==> src/rtl/ir_sensor_filter.sv <==
// IR sensor array front-end: 2-flop synchroniser, tick-sampled consecutive-sample
// glitch filter per channel, and a change interrupt with a sticky mask cleared by ACK.
//
// state    | meaning
// ---------+------------------------------------------------------------
// IDLE     | no unacknowledged change, PENDING=0
// WAIT_ACK | change reported, CHANGE_MASK accumulating, PENDING=1
module ir_sensor_filter #(
  parameter int DIV      = 500,
  parameter int FILT_LEN = 4,
  parameter int WIDTH    = 8
) (
  input  logic             CLK,
  input  logic             RESET,
  input  logic             EN,
  input  logic [WIDTH-1:0] IR_RAW,
  input  logic             ACK,
  output logic [WIDTH-1:0] SENSE_OUT,
  output logic [WIDTH-1:0] CHANGE_MASK,
  output logic             PENDING,
  output logic             CHANGE_INT
);

  typedef enum logic {IDLE = 1'b0, WAIT_ACK = 1'b1} state_t;

  localparam logic [15:0] DIV_LAST = 16'(DIV - 1);
  localparam logic [4:0]  FILT     = 5'(FILT_LEN);

  state_t           state, state_nxt;
  logic [WIDTH-1:0] sync1, sync2;
  logic [15:0]      div_cnt;
  logic             tick;
  logic [3:0]       cnt     [WIDTH];
  logic [3:0]       cnt_nxt [WIDTH];
  logic [WIDTH-1:0] sense_nxt;
  logic [WIDTH-1:0] delta;
  logic [WIDTH-1:0] mask_nxt;
  logic             fire;
  logic             fire_q;

  always_ff @(posedge CLK or negedge RESET) begin
    if (!RESET) begin
      sync1 <= '0;
      sync2 <= '0;
    end else begin
      sync1 <= IR_RAW;
      sync2 <= sync1;
    end
  end

  always_ff @(posedge CLK or negedge RESET) begin
    if (!RESET)                  div_cnt <= '0;
    else if (!EN)                div_cnt <= '0;
    else if (div_cnt == DIV_LAST) div_cnt <= '0;
    else                         div_cnt <= div_cnt + 16'd1;
  end

  assign tick = EN && (div_cnt == DIV_LAST);

  // Any agreeing sample restarts a channel's count, so only FILT_LEN
  // consecutive disagreeing ticks can flip the stable bit.
  always_comb begin
    sense_nxt = SENSE_OUT;
    for (int i = 0; i < WIDTH; i++) begin
      cnt_nxt[i] = cnt[i];
      if (!EN) begin
        cnt_nxt[i] = '0;
      end else if (tick) begin
        if (sync2[i] == SENSE_OUT[i]) begin
          cnt_nxt[i] = '0;
        end else if ({1'b0, cnt[i]} + 5'd1 == FILT) begin
          sense_nxt[i] = sync2[i];
          cnt_nxt[i]   = '0;
        end else begin
          cnt_nxt[i] = cnt[i] + 4'd1;
        end
      end
    end
  end

  assign delta = sense_nxt ^ SENSE_OUT;

  always_ff @(posedge CLK or negedge RESET) begin
    if (!RESET) begin
      for (int i = 0; i < WIDTH; i++) cnt[i] <= '0;
      SENSE_OUT <= '0;
    end else begin
      for (int i = 0; i < WIDTH; i++) cnt[i] <= cnt_nxt[i];
      SENSE_OUT <= sense_nxt;
    end
  end

  // An ACK colliding with a new change restarts the mask rather than clearing it.
  always_comb begin
    state_nxt = state;
    mask_nxt  = CHANGE_MASK;
    fire      = 1'b0;
    case (state)
      IDLE: begin
        if (|delta) begin
          mask_nxt  = delta;
          fire      = 1'b1;
          state_nxt = WAIT_ACK;
        end
      end
      WAIT_ACK: begin
        if (ACK && (|delta)) begin
          mask_nxt = delta;
          fire     = 1'b1;
        end else if (ACK) begin
          mask_nxt  = '0;
          state_nxt = IDLE;
        end else if (|delta) begin
          mask_nxt = CHANGE_MASK | delta;
        end
      end
    endcase
  end

  always_ff @(posedge CLK or negedge RESET) begin
    if (!RESET) begin
      state       <= IDLE;
      CHANGE_MASK <= '0;
      fire_q      <= 1'b0;
      CHANGE_INT  <= 1'b0;
    end else begin
      state       <= state_nxt;
      CHANGE_MASK <= mask_nxt;
      fire_q      <= fire;
      CHANGE_INT  <= fire_q;
    end
  end

  assign PENDING = (state == WAIT_ACK);

endmodule

==> config.mk <==
export PLATFORM = sky130hd
export DESIGN_NAME = ir_sensor_filter
export DESIGN_NICKNAME = d
export VERILOG_FILES = /design/src/rtl/ir_sensor_filter.sv
export SDC_FILE = /design/constraint.sdc
export NUM_CORES = 1
export LEC_CHECK = 0
export BUFFER_PORTS_ARGS = -buffer_cell sky130_fd_sc_hd__buf_2
export CORE_MARGIN = 5
export CORE_UTILIZATION = 50
export CTS_BUF_LIST = sky130_fd_sc_hd__clkbuf_4 sky130_fd_sc_hd__clkbuf_8
export DETAILED_ROUTE_END_ITERATION = 10
export PLACE_DENSITY = 0.67
export SYNTH_ARGS = -nofsm -noshare
export SYNTH_HDL_FRONTEND = slang
export SYNTH_SLANG_ARGS = --single-unit
==> constraint.sdc <==
create_clock -name CLK -period 1.9 [get_ports CLK]
set_input_delay 0.19 -clock CLK [delete_from_list [all_inputs] [get_ports CLK]]
set_output_delay 0.19 -clock CLK [all_outputs]
set_load 0.05 [all_outputs]
==> impl_metrics.yaml <==
global_route:
  antenna_found_initial: 0
  first_global_vias: 3016
  grt_max_degree: 42
  grt_use_total_pct: 18.2
  grt_first_pass_wirelength_mm: 14.3
  grt-ovfl-total: 0
synth:
  yosysUniqueCellTypes: 53
  syn_area_um2: 3870
  yosysSeqAreaShare_pct: 53.7
  synthTopCellsByArea: "dfrtp_1 54%, nand2_1 3.9%, xor2_1 3.6%, ha_1 3.6%, mux2_2 2.6%"
  yosys.area.top_type: "dfrtp_1"
  synth_nets: 371
  synth_most_common_cell: "dfrtp_1"
  synth_warnings: 0
  synth-main-ff-cell: "dfrtp_1"
  synthArstFlopShare_pct: 100
  synth_compound_area_share_pct: 13.1
  synthMuxAreaShare_pct: 2.62
  avgSynthCellArea_um2: 11.1
  synthTopCellsByCount: "83 x dfrtp_1, 40 x nand2_1, 26 x nor2_1, 16 x xor2_1"
  yosys.area_share.simple_pct: 19.1
  synthAdderAreaFrac_pct: 3.56
  synth_xor_area_share_pct: 5.89
  synth_top_area_share_pct: 53.7
  ys_ff_latch: 83
  synth_cells: 348
  synth_top_family_by_area: "simple AND/OR/NAND/NOR gates"
  synth_edf_count: 0
routing:
  drt_first_pass_iters: 4
  drt_iter0_drc: 111
  vias_per_cell: 5.39
  drc_errors: 0
  ant_nets: 0
  num_vias: 2955
  routedWlPerCell_um: 14.9
  drt_wl_total_mm: 8.17
timing:
  finalClockSkew_ns: 0.0160
  hold_violations: 0
  setup_ws_ns: 0.0281
  hold-worst-slack_ns: 0.197
  maxSlewHeadroom_pct: 65.1
  finalMaxSlewViolations: 0
  min_period_ns: 1.87
  max_slew.worst_pin.slew_ns: 0.524
  tns_ns: 0
  fmax_ghz: 0.534
  rsz0062_at_grt: "true"
  fin_crit_sh_pct: 98.5
  setup_violations: 0
power_and_ir_drop:
  leakage_nw: 2.27
  p_per_area_nw_per_um2: 685
  peakVddDrop_v: 0.000605
  fin_total_pwr_mw: 3.38
floorplanning:
  die_width_um: 97.9
  rows: 32
  fp.dieArea_um2: 9590
  boundaryPins: 30
  core_area_um2: 7650
  initial_core_util_pct: 50.6
  die_h_um: 97.9
setup_path:
  cp-end-kind: "register"
  path_cells: "ha_2, nand2b_4, or4_4, o211a_4, a31oi_4, buf_12, o21ai_2"
  setup.worst_path.start_class: "register"
  cp_data_required_time_ns: 2.14
  crit_arrival_ns: 2.11
  cp_slowest_cell: "or4_4"
  max_stage_delay_ns: 0.48
  path_max_fanout: 8
  r2r_slack_ns: 0.03
  path_class: "register to register"
outcome:
  status: "finished, final reports clean"
cts:
  cts_tree: "built"
  cts_inserted_buffers: 9
  clock-root-buffer: "clkbuf_8"
  max-clock-path-buffers: 2
  clock-sinks: 83
  clk_latency_ns: 0.35
  path_clk_slew_ns: 0.08
  htree_num_levels: 3
layout:
  antenna_cells: 0
  nNetsFinal: 464
  final_core_util_pct: 64.6
  fillCellCount: 631
  drive_gt1_share_pct: 30.9
  syn2layout_area_growth_pct: 27.7
hold_path:
  holdCritPathClass: "primary input to register"
placement:
  place_hpwl_mm: 5.65
  place_ws_ns: -0.0566
  port_buffers: 29
  gp_congestion: 0.840
run:
  drv_cap: 0
## per-layer routing
layer / routed length, µm / global-route usage (%)
met1: 3800 / 24.6
met2: 3980 / 29.7
met4: 166 / 6.50
met3: 225 / 3.14
met5: 0 / 0
## sequential cells by signal (all words and copies together), names as in the netlist
signal,flops
CHANGE_INT,1
CHANGE_MASK,8
PENDING,1
SENSE_OUT,8
cnt,32
div_cnt,16
fire_q,1
sync1,8
sync2,8
## final timing paths
| kind | from | to | cells past startpoint |
|---|---|---|---|
| setup / recovery | cnt[29]$_DFFE_PN0P_ | CHANGE_MASK[1]$_DFFE_PN0P_ | 7 |
| min in group asynchronous | RESET | SENSE_OUT[5]$_DFF_PN0_ | 2 |
| hold / removal | ACK | fire_q$_DFF_PN0_ | 3 |
| setup reg to reg | cnt[29]$_DFFE_PN0P_ | CHANGE_MASK[1]$_DFFE_PN0P_ | 7 |
| max in group asynchronous | RESET | div_cnt[15]$_DFF_PN0_ | 3 |
| hold reg to reg | sync1[4]$_DFF_PN0_ | sync2[4]$_DFF_PN0_ | 0 |
## cells in the final DEF (no fill, tap or decap), types with 2 or more instances in the layout
cell and instances:
a21oi_1 6, a22o_1 9, a32o_1 7, and2_1 4, and4_1 3, buf_12 4
buf_2 28, buf_4 51, bufinv_16 2, clkbuf_8 9, dfrtp_1 83, dlygate4sd3_1 9
ha_1 9, ha_2 2, inv_6 5, mux2_2 9, nand2_1 40, nand2b_1 6
nand3_1 15, nand3b_1 5, nand4_1 5, nor2_1 24, nor2_2 2, nor2b_1 6
nor3_1 2, nor3_2 2, nor3b_1 5, nor4_2 2, o21ai_0 13, o21ai_1 6
o21ai_2 8, o2bb2ai_1 5, o31ai_1 4, or3_1 4, xnor2_1 10, xor2_1 16
## where the power goes
part	switching [mW]	internal (mW)
Clock	0.679	0.764
Combinational	0.0808	0.0607
Sequential	0.0128	1.79
## per-stage QoR
stage | instance area (µm²) | instances
after floorplan | 3870 | 348
after global placement | 4470 | 518
after detailed placement | 4470 | 518
after CTS | 4820 | 543
after global routing | 4940 | 548
final | 4940 | 548
## worst max-delay path, delay by kind of cell (launching register included)
kind	cells	cell delay, ns
AND/OR/NAND/NOR	2	0.63
buffers and inverters	1	0.15
adder cells (fa/ha/maj)	1	0.19
flip-flops	1	0.42
AO/OA/AOI/OAI	3	0.37
## timing repair
| item | in CTS | in global routing |
|---|---|---|
| hold endpoints to repair | 47 | 0 |
| setup endpoints to repair | 12 | 36 |
| resized for setup | 7 | 17 |
| buffers inserted | 0 | 5 |
| hold buffers | 9 | 0 |
| pin swaps | 10 | 7 |
| gates cloned | 0 | 0 |
## logic make-up (layout without fill, tap and decap cells)
family                   after synthesis  count (layout)
AO/OA/AOI/OAI                         70              70
multiplexers                           9               9
flip-flops                            83              83
AND/OR/NAND/NOR                      138             138
adder cells (fa/ha/maj)               11              11
buffers and inverters                 11             109
XOR/XNOR                              26              26
## area by class of cell
cell class / instances / area, µm² / share of cell area (%)
clock buffer: 9 / 124 / 2.51
multi-input combinational: 254 / 1810 / 36.6
tap: 102 / 128 / 2.58
inverter: 1 / 3.75 / 0.0760
timing repair buffer: 92 / 693 / 14.0
sequential: 83 / 2080 / 42.1
clock inverter: 7 / 104 / 2.10
No activity file was read; power rests on OpenSTA's default activity.
